==> config.mk <==
export PLATFORM = sky130hd
export DESIGN_NAME = peravg_ctrl
export DESIGN_NICKNAME = d
export VERILOG_FILES = /design/src/rtl/peravg_pkg.sv /design/src/rtl/peravg_if.sv /design/src/rtl/peravg_ring.sv /design/src/rtl/peravg_ctrl.sv
export SDC_FILE = /design/constraint.sdc
export NUM_CORES = 1
export LEC_CHECK = 0
export ABC_AREA = 1
export CAP_MARGIN = 20
export CORE_MARGIN = 2
export CORE_UTILIZATION = 64
export CTS_CLUSTER_DIAMETER = 150
export DETAILED_ROUTE_END_ITERATION = 16
export DONT_BUFFER_PORTS = 1
export PLACE_DENSITY = 0.85
export SLEW_MARGIN = 20
export SYNTH_ARGS = -nofsm -noshare
export SYNTH_HDL_FRONTEND = slang
export SYNTH_SLANG_ARGS = --single-unit
==> constraint.sdc <==
create_clock -name clk_i -period 4.1 [get_ports clk_i]
set_input_delay 0.82 -clock clk_i [delete_from_list [all_inputs] [get_ports clk_i]]
set_output_delay 0.82 -clock clk_i [all_outputs]
set_load 0.01 [all_outputs]
==> src/rtl/peravg_pkg.sv <==
// Shared types for the tap-period averager: FSM encoding, reject constants, log2 helper.
// Imported by peravg_ctrl and peravg_ring.
package peravg_pkg;

  typedef enum logic [1:0] {
    ST_IDLE  = 2'd0,
    ST_WRITE = 2'd1,
    ST_SUM   = 2'd2,
    ST_ISSUE = 2'd3
  } state_e;

  localparam int MAX_PER_W = 64;
  localparam logic [MAX_PER_W-1:0] REJ_ZERO = '0;
  localparam logic [MAX_PER_W-1:0] REJ_ONES = '1;

  // Floor of log2; the caller turns it into the largest power of two <= v.
  function automatic int unsigned flog2(input int unsigned v);
    int unsigned r;
    r = 0;
    for (int unsigned i = 1; i < 32; i++) begin
      if (v >= (32'd1 << i)) r = i;
    end
    return r;
  endfunction

endpackage

==> src/rtl/peravg_if.sv <==


interface peravg_ring_if #(
  parameter int PER_W = 24,
  parameter int DEPTH = 4
);
  localparam int AW = $clog2(DEPTH);

  logic             wr_en;
  logic [PER_W-1:0] wr_dat;
  logic             flush;
  logic             rd_next;
  logic [PER_W-1:0] rd_dat;
  logic [AW:0]      fill;

  modport master (output wr_en, wr_dat, flush, rd_next, input rd_dat, fill);
  modport slave  (input wr_en, wr_dat, flush, rd_next, output rd_dat, fill);
endinterface

==> src/rtl/peravg_ring.sv <==
// Averaging ring buffer: write at wr_ptr, saturating fill count, newest-first read index.
// Read data is combinational from rd_idx; flush combined with a write stores the sample as sole entry.
module peravg_ring
  import peravg_pkg::*;
#(
  parameter int PER_W = 24,
  parameter int DEPTH = 4
) (
  input  logic         clk_i,
  input  logic         rst_ni,
  peravg_ring_if.slave ring
);

  localparam int AW = $clog2(DEPTH);
  localparam int FW = AW + 1;
  localparam logic [FW-1:0] FULL = FW'(DEPTH);

  logic [PER_W-1:0] mem_q [DEPTH];
  logic [AW-1:0]    wr_ptr_q, wr_ptr_d;
  logic [AW-1:0]    rd_idx_q, rd_idx_d;
  logic [AW-1:0]    wr_idx;
  logic [FW-1:0]    fill_q, fill_d, fill_base;

  always_comb begin
    wr_idx    = ring.flush ? '0 : wr_ptr_q;
    fill_base = ring.flush ? '0 : fill_q;
    wr_ptr_d  = wr_idx;
    fill_d    = fill_base;
    rd_idx_d  = rd_idx_q;
    if (ring.wr_en) begin
      wr_ptr_d = wr_idx + AW'(1);
      fill_d   = (fill_base == FULL) ? FULL : fill_base + FW'(1);
      rd_idx_d = wr_idx;
    end else if (ring.rd_next) begin
      rd_idx_d = rd_idx_q - AW'(1);
    end
  end

  always_ff @(posedge clk_i or negedge rst_ni) begin
    if (!rst_ni) begin
      wr_ptr_q <= '0;
      rd_idx_q <= '0;
      fill_q   <= '0;
    end else begin
      wr_ptr_q <= wr_ptr_d;
      rd_idx_q <= rd_idx_d;
      fill_q   <= fill_d;
    end
  end

  // Storage is not reset: only fill decides which entries are meaningful.
  always_ff @(posedge clk_i) begin
    if (ring.wr_en) mem_q[wr_idx] <= ring.wr_dat;
  end

  assign ring.rd_dat = mem_q[rd_idx_q];
  assign ring.fill   = fill_q;

endmodule

==> src/rtl/peravg_ctrl.sv <==
// Tap-period averager: per_valid_o rises N+2 cycles after a sample, held until conv_ready_i.
// Samples arriving while busy go to a one-entry pending slot. Optional: PERAVG_OUTLIER_EN.
module peravg_ctrl
  import peravg_pkg::*;
#(
  parameter int PER_W      = 24,
  parameter int DEPTH      = 4,
  parameter int TIMEOUT_TP = 2_929_688
) (
  input  logic                   clk_i,
  input  logic                   rst_ni,
  input  logic                   tp_i,
  input  logic [PER_W-1:0]       btn_per_i,
  input  logic                   btn_per_valid_i,
  output logic [PER_W-1:0]       per_o,
  output logic                   per_valid_o,
  input  logic                   conv_ready_i,
  output logic [$clog2(DEPTH):0] fill_o,
  output logic                   busy_o,
  output logic                   overrun_o
);

  localparam int AW    = $clog2(DEPTH);
  localparam int FW    = AW + 1;
  localparam int ACC_W = PER_W + AW;
  localparam int TW    = $clog2(TIMEOUT_TP + 1);
  localparam logic [TW-1:0] TO_MAX = TW'(TIMEOUT_TP);

  state_e           state_q, state_d;
  logic [PER_W-1:0] samp_q, samp_d;
  logic [PER_W-1:0] pend_q, pend_d;
  logic             pend_vld_q, pend_vld_d;
  logic [ACC_W-1:0] acc_q, acc_d;
  logic [FW-1:0]    sum_cnt_q, sum_cnt_d;
  logic [PER_W-1:0] per_q, per_d;
  logic [TW-1:0]    to_cnt_q, to_cnt_d;
  logic             rst_done_q, rst_done_d;
  logic             overrun_q, overrun_d;
  logic             take;
  logic             reject;
  logic             outlier;
  int unsigned      n_sh;
  logic [FW-1:0]    n_cnt;

  peravg_ring_if #(.PER_W(PER_W), .DEPTH(DEPTH)) ring_bus ();

  peravg_ring #(.PER_W(PER_W), .DEPTH(DEPTH)) u_ring (
    .clk_i  (clk_i),
    .rst_ni (rst_ni),
    .ring   (ring_bus)
  );

  assign n_sh   = flog2(32'(ring_bus.fill));
  assign n_cnt  = FW'(32'd1 << n_sh);
  assign reject = (samp_q == REJ_ZERO[PER_W-1:0]) || (samp_q == REJ_ONES[PER_W-1:0]);
  // The first edge after reset release only arms rst_done_q; no sample is taken on it.
  assign take   = (state_q == ST_IDLE) && rst_done_q && (btn_per_valid_i || pend_vld_q);

`ifdef PERAVG_OUTLIER_EN
  logic [PER_W-1:0] last_avg_q, last_avg_d;
  logic [PER_W:0]   avg_ext, samp_ext, avg_lo, avg_hi;

  assign avg_ext  = {1'b0, last_avg_q};
  assign samp_ext = {1'b0, samp_q};
  assign avg_lo   = avg_ext - (avg_ext >> 1);
  assign avg_hi   = avg_ext + (avg_ext >> 1);
  assign outlier  = (ring_bus.fill != '0) && ((samp_ext < avg_lo) || (samp_ext > avg_hi));

  always_comb begin
    last_avg_d = last_avg_q;
    if (state_q == ST_ISSUE && conv_ready_i) last_avg_d = per_q;
  end

  always_ff @(posedge clk_i or negedge rst_ni) begin
    if (!rst_ni) last_avg_q <= '0;
    else         last_avg_q <= last_avg_d;
  end
`else
  assign outlier = 1'b0;
`endif

  always_comb begin
    state_d          = state_q;
    samp_d           = samp_q;
    pend_d           = pend_q;
    pend_vld_d       = pend_vld_q;
    acc_d            = acc_q;
    sum_cnt_d        = sum_cnt_q;
    per_d            = per_q;
    to_cnt_d         = to_cnt_q;
    rst_done_d       = 1'b1;
    overrun_d        = 1'b0;
    ring_bus.wr_en   = 1'b0;
    ring_bus.wr_dat  = samp_q;
    ring_bus.flush   = 1'b0;
    ring_bus.rd_next = 1'b0;

    // A sample on the timeout edge wins: the counter clears and no flush happens.
    if (btn_per_valid_i || take) begin
      to_cnt_d = '0;
    end else if (state_q == ST_IDLE && to_cnt_q == TO_MAX) begin
      to_cnt_d       = '0;
      ring_bus.flush = 1'b1;
    end else if (tp_i && to_cnt_q != TO_MAX) begin
      to_cnt_d = to_cnt_q + TW'(1);
    end

    if (state_q != ST_IDLE && btn_per_valid_i) begin
      pend_d     = btn_per_i;
      pend_vld_d = 1'b1;
      overrun_d  = pend_vld_q;
    end

    case (state_q)
      ST_IDLE: begin
        if (take) begin
          // The older pending sample goes first; a simultaneous new one refills the slot.
          if (pend_vld_q) begin
            samp_d     = pend_q;
            pend_d     = btn_per_i;
            pend_vld_d = btn_per_valid_i;
          end else begin
            samp_d = btn_per_i;
          end
          state_d = ST_WRITE;
        end
      end
      ST_WRITE: begin
        if (reject) begin
          ring_bus.flush = 1'b1;
          state_d        = ST_IDLE;
        end else begin
          ring_bus.flush = outlier;
          ring_bus.wr_en = 1'b1;
          acc_d          = '0;
          sum_cnt_d      = '0;
          state_d        = ST_SUM;
        end
      end
      ST_SUM: begin
        if (sum_cnt_q != n_cnt) begin
          acc_d            = acc_q + ACC_W'(ring_bus.rd_dat);
          sum_cnt_d        = sum_cnt_q + FW'(1);
          ring_bus.rd_next = 1'b1;
        end else begin
          per_d   = PER_W'(acc_q >> n_sh);
          state_d = ST_ISSUE;
        end
      end
      ST_ISSUE: begin
        if (conv_ready_i) state_d = ST_IDLE;
      end
      default: state_d = ST_IDLE;
    endcase
  end

  always_ff @(posedge clk_i or negedge rst_ni) begin
    if (!rst_ni) begin
      state_q    <= ST_IDLE;
      samp_q     <= '0;
      pend_q     <= '0;
      pend_vld_q <= 1'b0;
      acc_q      <= '0;
      sum_cnt_q  <= '0;
      per_q      <= '0;
      to_cnt_q   <= '0;
      rst_done_q <= 1'b0;
      overrun_q  <= 1'b0;
    end else begin
      state_q    <= state_d;
      samp_q     <= samp_d;
      pend_q     <= pend_d;
      pend_vld_q <= pend_vld_d;
      acc_q      <= acc_d;
      sum_cnt_q  <= sum_cnt_d;
      per_q      <= per_d;
      to_cnt_q   <= to_cnt_d;
      rst_done_q <= rst_done_d;
      overrun_q  <= overrun_d;
    end
  end

  assign per_o       = per_q;
  assign per_valid_o = (state_q == ST_ISSUE);
  assign fill_o      = ring_bus.fill;
  assign busy_o      = (state_q != ST_IDLE);
  assign overrun_o   = overrun_q;

endmodule

* Word-level counts from Yosys, hierarchy flattened
Memories as Yosys holds them, arrays and structs flattened. Index checks and enable logic that the tools add are counted.
Storage, ports and cells: bits in registers 135, RAM bits 96, input bits 29, output and inout port bits 30, logic and storage cells 99, memories kept 1
Cells by class: add/sub/neg operators 6, $lt $le $gt $ge 2, equal/unequal tests 13, shifts and indexed selects 2, muxes and demuxes 43, bitwise logic cells 1, reductions and logical operators 18
Memory list:
- u_ring.mem_q | depth 4, width 24, read ports 1, clocked after memory_dff 0, write ports 1, line peravg_ring.sv:18 | logic [PER_W-1:0] mem_q [DEPTH];
Operators by type and width (number):
- 2-to-1 mux 24 bit | 5
- 2-to-1 mux 22 bit | 3
- 2-to-1 mux 26 bit | 2
- case mux 26 bit (2 select lines) | 1
- << shifter 1 x 32 -> 3 bit (first input constant) | 1
- right shift 26 x 32 -> 24 bit | 1
- adder 26 x 24 -> 26 bit | 1
- equality test 24 bit (second input constant) | 1
- logical NOT 24 bit | 1
- adder 22 x 1 -> 22 bit (second input constant) | 1
- equality test 22 bit (second input constant) | 1
- != test 22 bit (second input constant) | 1
- 2-to-1 mux 2 bit | 9
- 2-to-1 mux 1 bit | 16
- 2-to-1 mux 3 bit | 5
- != test 2 bit (second input constant) | 4
- case mux 2 bit (4 select lines) | 1
- adder 3 x 1 -> 3 bit (second input constant) | 2
- case mux 3 bit (2 select lines) | 1
- AND reduction 3 bit | 2
- nonzero test 2 bit | 3
- logical AND 1 bit | 5
- equality test 2 bit (second input constant) | 2
- AND reduction 2 bit | 2
- 12 further kinds | 14

* Logic depth before layout (Yosys ltp)
Gate-level depths: netlist (run 1).
word-level depth 10, gate-level depth with buffers 20, mapped depth without buffers 18

* By module
Synthesis (run 1) repeated with hierarchy kept, for this count alone.
Second synthesis, totals: cells, all modules 1592, area total of the unflattened synthesis 12589.6 µm²
By module, submodules not included:
- peravg_ctrl | instances 1, cells each 1178, area an instance 8189.1 µm², seq. area each 3203.1 µm²
- peravg_ring | instances 1, cells each 414, area an instance 4400.5 µm², seq. area each 3057.9 µm²

* Worst setup path before layout (run 1)
Ideal clock, no wire load.
kind input port to flip-flop, from input port btn_per_valid_i, to memory u_ring.mem_q[1][0], enable pin, setup time 0.405 ns, arrival time 2.899 ns, required time 3.695 ns, setup slack 0.796 ns, cell stages on the path 13, buffers on the path 0, cell sequence inv_1 nand2_1 nand3_2 nand2_2 inv_2 nand4_1 nand2_1 inv_2 nand2_1 inv_1 ha_1 inv_1 nor2_1
Between the ends: cells in the longest elaborated chain, start to end 6
Ends and longest elaborated chain:
- start, declared | line peravg_ctrl.sv:14 | input logic btn_per_valid_i,
- logical OR 1 bit | line peravg_ctrl.sv:57 | assign take = (state_q == ST_IDLE) && rst_done_q && (btn_per_valid_i || pend_vld_q);
- logical AND 1 bit | line peravg_ctrl.sv:57
- logical OR 1 bit * | line peravg_ctrl.sv:99 | if (btn_per_valid_i || take) begin
- 2-to-1 mux 1 bit * | line peravg_ctrl.sv:99
- 2-to-1 mux 1 bit * | line peravg_ctrl.sv:114 | case (state_q)
- 2-to-1 mux 2 bit * | line peravg_ring.sv:25 | wr_idx = ring.flush ? '0 : wr_ptr_q;
- end, declared | line peravg_ring.sv:18
Mark *: on every way between the ends. The rest lies on a longest branch, timed or not.

* Final worst setup path (run 1)
from register u_ring.rd_idx_q[0], to register acc_q[20]
Between the ends: cells in the longest elaborated chain, start to end 4
Ends and longest elaborated chain:
- start, declared | line peravg_ring.sv:20 | logic [AW-1:0] rd_idx_q, rd_idx_d;
- start signal, assigned | line peravg_ring.sv:46 | rd_idx_q <= rd_idx_d;
- memory read (4 x 24 bit)
- adder 26 x 24 -> 26 bit | line peravg_ctrl.sv:142 | acc_d = acc_q + ACC_W'(ring_bus.rd_dat);
- 2-to-1 mux 26 bit | line peravg_ctrl.sv:141 | if (sum_cnt_q != n_cnt) begin
- case mux 26 bit (2 select lines) | line peravg_ctrl.sv:114
- end signal, assigned | line peravg_ctrl.sv:163 | acc_q <= '0;
- end signal, assigned | line peravg_ctrl.sv:174 | acc_q <= acc_d;
- end, declared | line peravg_ctrl.sv:33 | logic [ACC_W-1:0] acc_q, acc_d;
Every way passes these cells. The select of a mux whose other input is x is not followed. A chain may end at the register's enable or synchronous reset.

==> results of run 1 <==
[Yosys cell counts (all sizes together), types with 2 or more instances]
library cell / n / area (um2)
xnor2: 5 / 43.79
o22ai: 27 / 168.9
inv: 146 / 550.5
nand2: 377 / 1445
o211ai: 21 / 182.7
xor2: 6 / 52.55
o21a: 16 / 120.1
clkbuf: 31 / 116.4
buf: 24 / 172.7
dfrtp: 135 / 3378
nand3: 65 / 335.3
nand4: 21 / 131.4
mux2: 4 / 60.06
nor3: 10 / 61.31
o21ai: 159 / 795.8
nor2: 192 / 748.2
nor4: 2 / 12.51
ha: 33 / 412.9
a21oi: 62 / 314.1
o21bai: 3 / 22.52
edfxtp: 96 / 2883
and2: 2 / 12.51
[power groups by stage]
stage / clock network (W) / logic, W / registers, W
after floorplan: 0 / 0.00380 / 0.00375
after global placement: 0 / 0.00456 / 0.00401
after detailed placement: 0 / 0.00470 / 0.00404
after CTS: 0.00256 / 0.00478 / 0.00401
after global routing: 0.00266 / 0.00546 / 0.00411
final: 0.00253 / 0.00484 / 0.00403
[per-stage QoR]
step | hold WS [ns] | instance area, um2
4_1_cts | 0.3027 | 13140
6_report | 0.2297 | 13140
5_1_grt | 0.2928 | 13140
2_1_floorplan | 0.4758 | 12080
3_5_place_dp | 0.4993 | 12180
3_3_place_gp | 0.4909 | 12180
[cells in the final DEF, fill, tap and decap left out, types with 2 or more instances in the layout]
master,synthesis,final
clkbuf_1,31,4
clkinv_1,0,2
nand3_1,63,63
o211ai_2,5,5
bufinv_16,0,7
inv_6,0,2
nor4_1,2,2
nand2_2,3,3
nor2_1,187,183
o21ai_1,22,21
o21a_1,16,16
nand4_1,21,21
clkbuf_16,0,25
ha_1,33,33
o22ai_1,27,27
nand2_1,371,371
xnor2_1,5,5
o211ai_1,16,16
clkbuf_8,0,2
nand2_4,3,3
inv_2,8,8
dfrtp_1,135,135
nor3_1,9,9
mux2_4,4,4
nor2_4,3,3
nor2_2,2,6
clkinvlp_4,0,2
edfxtp_1,96,96
o21bai_1,3,3
a21oi_1,61,61
buf_4,3,11
o21ai_0,137,137
and2_1,2,2
nand3_2,2,2
xor2_1,6,6
inv_1,137,137
[registers in the layout (all words and copies together) (netlist names), 2 cells and up, named ones only]
signal,count
acc_q,26
pend_q,24
per_o,24
ring_bus.wr_dat,24
sum_cnt_q,3
to_cnt_q,22
u_ring.mem_q,96
u_ring.rd_idx_q,2
u_ring.ring.fill,3
u_ring.wr_ptr_q,2
[worst min path at each step]
stage          cells after the start  slack [ns]                  to
5_1_grt                            1        0.29            acc_q[4]
4_1_cts                            1        0.30           acc_q[14]
2_1_floorplan                      2        0.48  u_ring.wr_ptr_q[0]
6_report                           1        0.23           acc_q[10]
3_3_place_gp                       2        0.49  u_ring.wr_ptr_q[0]
3_5_place_dp                       2        0.50  u_ring.wr_ptr_q[0]
[worst max-delay path: cells and delay by family (launching register included)]
family	cells	cell delay, ns
simple gates	11	0.92
buf+inv	4	0.73
flops	1	0.64
fa+ha+maj	2	0.62
compound gates	2	0.29
[per-layer routing]
layer  up-vias  wire [um]  global-route usage
met2       396      13170              0.4612
met4         0       1329              0.1395
met3        74       2028             0.04792
met1      4614      12040              0.3927
li1       4748          -                   -
met5         -          0                   0
[area by class of cell]
class / count / area share
Tap cell: 234 / 0.02229
Inverter: 146 / 0.04190
Clock buffer: 31 / 0.05086
Clock inverter: 15 / 0.02010
Multi-Input combinational cell: 1011 / 0.3799
Timing Repair Buffer: 12 / 0.008381
Sequential cell: 231 / 0.4766
[kinds of logic after synthesis]
logic type	Yosys count	synth area share
and+or+nand+nor	671	0.2286
AOI/OAI and AO/OA	290	0.1344
DFF	231	0.5184
buffers and inverters	201	0.06951
adders and majority gates	34	0.03584
xor gates and xnor gates	11	0.007977
muxes	4	0.004973
other	1	0.0003105
==> results.md, run 1 <==
* RSZ-0062 raised after global routing: no
* Worst-path clk slew at about 0.07 ns
* WP data arrival at between 3 and 4 ns
* Top FF cell, synth: dfrtp_1
* Yosys warning count at 0
* Worst-path cell chain: inv_1 -> buf_4 -> o21ai_0 -> o22ai_1 -> ha_1 -> inv_1 -> fa_1 -> inv_1 -> nand3_1 -> nand2_1 -> nand2_1 -> nand2_1 -> nand2_1 -> nand2_1 -> nand2_1 -> nand2_1 -> nand2_1 -> nand3_1 -> nand2_1
* Int Power at 0.006463 W
* Die Height at 141.4 um
* Post-synth ARST share at 0.5844
* Worst-margin pin slew at 0.9025 ns
* Initial core utilization at 0.6500
* Post-synth cell types at 43
* WP data required at between 4 and 5 ns
* Worst VDD drop at 0.0004490 V
* Critical path class: flop to flop
* Mapped Avg Cell Area at 8.370 um2
* TritonCTS clock tree: built
* Sequential share of the synthesized area at 0.5184
* Pwr Density at 867.4 nW/um2
* Lkg Pwr at 5.708 nW
* Die extent in x at ~140 um
* Clock period minus worst slack at 3.341 ns
* 1st-pass router iterations at 6
* Via-to-Cell Ratio at 5.852
* Setup bufs post-CTS at 0
* FMAX at between 200 and 300 MHz
* Synthesized netlist cell count at roughly 1.4k
* Switching part of the total at 0.4329
* Post-route insts no fill at 1680
* Avg WL per Cell at 17.00 um
* Fin Clk Skew at 0.01653 ns
* Syn nets at 1506
* Slew margin rel. at 0.3969
* Skew-Pair Late Insertion Delay at 0.53 ns
* Final setup fails at 0
* Synth Register Bits at 231
* Initial antenna violation count at 0
* Max-Cap Viols at 0
* Reg power frac at 0.353
* RD Place Congestion at a little over 1
* Area of the multi-input gates at 4991 um2
* Post-route setup slack at 0.7591 ns
* DR vias at 9832
* CP endpoint kind: flop
* Pins Over Slew Limit at 0
* Capturing point of the worst reg2reg path: acc_q[20]
* Critical-path top delay cell: dfrtp_1
* Final antenna-violating net count at 0
* Hold/Removal Path Class: input port to asynchronous set/reset pin
* Grt total ovfl at 0
* Setup TNS at 0 ns
* Layout cells sized above 1 at 0.06293
* Die area at 19990 um2
* Final Core Density at 0.7071
* Part of the cycle the worst path needs at 0.8149
* Sequential cell area at 6261 um2
* Status: complete, no violations
* Final wirelength at 28570 um
* R2R Setup Slk at 0.76 ns
* I/O pin count at 59
* Total power at 0.01140 W
* Wire length of the first global-routing pass at roughly 46000 um
* Pre-CTS setup slack at 0.8226 ns
* Core area at 18580 um2
* # hold bufs at CTS at 1
* CTS H-tree depth at 1
* Drt initial violations at between 900 and 1k
* Worst Setup SP: u_ring.rd_idx_q[0]
* Gate power share at 0.425
* Nets at between 1k and 1.5k
* Sw power at 0.004932 W
* CTS root buf: clkbuf_16
* Area grow syn2layout at 8.774%
* CTS buffer count at 25
* Placed Cells incl. Taps at 1633
* Port Buffers at 0
* Cts repair resizes at 0
* GR Util All Layers at 0.2899
* Row Count at 50
* Delay of the slowest cell on the worst path at roughly 0.64 ns
* CP Max Fanout at 50
* Syn Std Cell Area at 12080 um2
* Fill cells at between 1k and 1.5k
* CP startpoint kind: flop
* CP most frequent cell: nand2_1
* Reg2reg path depth at 19
* Drt drc at 0
* CP Capture Point: acc_q[20]
* Largest net degree at the start of global routing at about 140
* Sink Count at between 200 and 250
* Clk network pwr share at 0.222
* Dpl hpwl at 19140 um
* N_diodes at 0
* Launch point of the worst reg-to-reg path: u_ring.rd_idx_q[0]
* Final hold vios at 0
* Number of global-route vias before repair at 9166
* Number of synthesized flops with an enable pin at 96
* Max clock buf depth at 3
Power figures use the tool's default switching activity.
==> run 2: changes to the inputs <==
==> constraint.sdc (replaced) <==
create_clock -name clk_i -period 3.4 [get_ports clk_i]
set_input_delay 0.68 -clock clk_i [delete_from_list [all_inputs] [get_ports clk_i]]
set_output_delay 0.68 -clock clk_i [all_outputs]
set_load 0.01 [all_outputs]
==> run 2 against run 1 <==
  * The run now ends with negative hold slack left
  * Setup slack lost 0.43 ns
  * Combinational power grew 21%
  * Die area is the same
  * Utilization shrank 0.26 points
  * Power grew 18%
  * Critical path type unchanged
  * Largest cell class unchanged
==> results.md, run 2 (synthesis results as in run 1) <==
* Row Count at 50 (unchanged)
* Gate power share at 0.433 (+0.008)
* Die area at 19990 um2 (unchanged)
* Largest reg by FF count: u_ring.mem_q
* Worst-margin pin slew at 0.7541 ns (-0.1484 ns)
* RD Place Congestion at 1.006 (-1.3%)
* Core area at 18580 um2 (unchanged)
* DR vias at 9752 (-0.81%)
* N_diodes at 0 (unchanged)
* Critical path class: flop to flop
* Part of the cycle the worst path needs at 0.9040 (+0.08917)
* GR Util All Layers at 0.2865 (-0.003356)
* Pins Over Slew Limit at 0 (unchanged)
* Initial core utilization at 0.6500 (unchanged)
* Final wirelength at 28000 um (-2.0%)
* Switching part of the total at 0.4359 (+0.003042)
* Setup bufs post-CTS at 0 (unchanged)
* Layout cells sized above 1 at 0.06478 (+0.001851)
* RSZ-0062 raised after global routing: no
* Post-route insts no fill at 1685 (+0.30%)
* Wire length of the first global-routing pass at 45730 um (-0.48%)
* Nets at 1495 (+0.34%)
* Most common cell after layout, fill and taps aside: nand2_1
* Max-Cap Viols at 0 (unchanged)
* Worst-path clk slew at 0.06 ns (about the same)
* Clk network pwr share at 0.209 (-0.013)
* Top flop regs: u_ring.mem_q x96, acc_q x26
* CP startpoint kind: flop
* Die extent in x at 141.4 um (unchanged)
* TritonCTS clock tree: built
* Fin Clk Skew at 0.008712 ns (-0.007822 ns)
* Max clock buf depth at 3 (unchanged)
* Final antenna-violating net count at 0 (unchanged)
* Slew margin rel. at 0.4959 (+0.09892)
* I/O pin count at 59 (unchanged)
* Drt initial violations at 1022 (+6.7%)
* Reg power frac at 0.358 (+0.005)
* Hold WS at -0.1648 ns (-0.3945 ns)
* CP Max Fanout at 25 (-50%)
* CTS buffer count at 25 (unchanged)
* CTS root buf: clkbuf_16
* Sw power at 0.005883 W (+19%)
* Die Height at 141.4 um (unchanged)
* Dpl hpwl at 19140 um (about the same)
* Cts repair resizes at 0 (unchanged)
* Sink Count at 231 (unchanged)
* Number of global-route vias before repair at 9164 (-0.022%)
* Hold/Removal Path Class: input port to asynchronous set/reset pin
* Most frequent cells in the layout: nand2_1, nor2_1, inv_1, o21ai_0, dfrtp_1
* Skew-Pair Late Insertion Delay at 0.54 ns (about the same)
* Max reg flops at 96 (unchanged)
* Port Buffers at 0 (unchanged)
* Area grow syn2layout at 8.370%
* Via-to-Cell Ratio at 5.788 (-1.1%)
* Int Power at 0.007613 W (+18%)
* Placed Cells incl. Taps at 1639 (+0.37%)
* Status: finished with violations
* Setup TNS at 0 ns (unchanged)
* FMAX at 325.3 MHz (+8.7%)
* Worst VDD drop at 0.0005945 V (+32%)
* Grt total ovfl at 0 (unchanged)
* Final hold vios at 135 (+135)
* Drt drc at 0 (unchanged)
* WP data required at 3.83 ns (-0.68 ns)
* CTS H-tree depth at 1 (unchanged)
* Initial antenna violation count at 0 (unchanged)
* Lkg Pwr at 5.700 nW (-0.15%)
* Failing checks: negative hold slack
* 1st-pass router iterations at 8 (+2)
* CP endpoint kind: flop
* Final setup fails at 0 (unchanged)
* Clock period minus worst slack at 3.074 ns (-0.2672 ns)
* Pwr Density at 1031 nW/um2 (+19%)
* WP data arrival at 3.50 ns (-0.25 ns)
* Avg WL per Cell at 16.62 um (-2.3%)
* Largest net degree at the start of global routing at 136 (unchanged)
==> run 2: worst paths after layout <==
check                                 endpoint          startpoint  cells after the start  slack, ns
min                                   acc_q[6]              rst_ni                      0      -0.16
max reg2reg                          acc_q[20]  u_ring.rd_idx_q[0]                     18       0.33
min reg2reg                         pend_q[20]          pend_q[20]                      2       0.52
max                                  acc_q[20]  u_ring.rd_idx_q[0]                     18       0.33
max in group asynchronous  ring_bus.wr_dat[10]              rst_ni                      0       3.28
min in group clk_i                  pend_q[20]       btn_per_i[20]                      2       0.27
==> run 2: power groups by stage <==
stage / combinational (W) / sequential (W) / clock, W
after floorplan: 0.00459 / 0.00453 / 0
after global placement: 0.00556 / 0.00480 / 0
after detailed placement: 0.00572 / 0.00485 / 0
after CTS: 0.00577 / 0.00481 / 0.00285
after global routing: 0.00660 / 0.00493 / 0.00295
final: 0.00584 / 0.00483 / 0.00283
==> run 2: area by class of cell <==
type / instances / area, um2
clock inverter: 8 / 136.4
timing repair buffer: 17 / 127.6
multi-input combinational: 1011 / 4991
clock buffer: 38 / 729.5
inverter: 146 / 550.5
fill: 1369 / 5492
sequential: 231 / 6261
tap: 234 / 292.8
==> run 2: critical path, stage by stage, from the launching register on <==
cell	delay (ns)
dfrtp_1	0.39
inv_1	0.50
o21ai_0	0.19
o22ai_1	0.16
ha_1	0.23
inv_1	0.07
fa_1	0.40
inv_1	0.08
nand3_1	0.06
nand2_1	0.13
nand2_1	0.07
nand2_1	0.18
nand2_1	0.07
nand2_1	0.10
nand2_1	0.08
nand2_1	0.07
nand2_1	0.04
nand3_1	0.06
nand2_1	0.06
==> run 2: through the flow <==
step	util	cell area [um2]	setup slack, ns	total power (W)	hold WS [ns]
after floorplan	-	12080	0.2362	0.009114	0.3844
after global placement	0.6578	12220	0.5788	0.01036	0.3936
after detailed placement	0.6578	12220	0.4514	0.01057	0.3935
after CTS	0.7044	13090	0.4076	0.01342	-0.1769
after global routing	0.7044	13090	0.06135	0.01449	-0.1819
final	0.7044	13090	0.3263	0.01350	-0.1648
==> run 2: routing by layer <==
| metal | share of wire | track usage | wire (um) |
|---|---|---|---|
| met1 | 0.42 | 0.3870 | 11840 |
| met2 | 0.45 | 0.4571 | 12640 |
| met3 | 0.073 | 0.04927 | 2052 |
| met4 | 0.052 | 0.1358 | 1469 |
| met5 | 0 | 0 | 0 |
==> run 3: changes to the inputs <==
--- a/config.mk
+++ b/config.mk
@@ -17,3 +17,4 @@
 export SYNTH_ARGS = -nofsm -noshare
 export SYNTH_HDL_FRONTEND = slang
 export SYNTH_SLANG_ARGS = --single-unit
+export TNS_END_PERCENT = 10
==> results of run 3 <==
No change in the layout: final DEF, timing and power equal those of run 2.
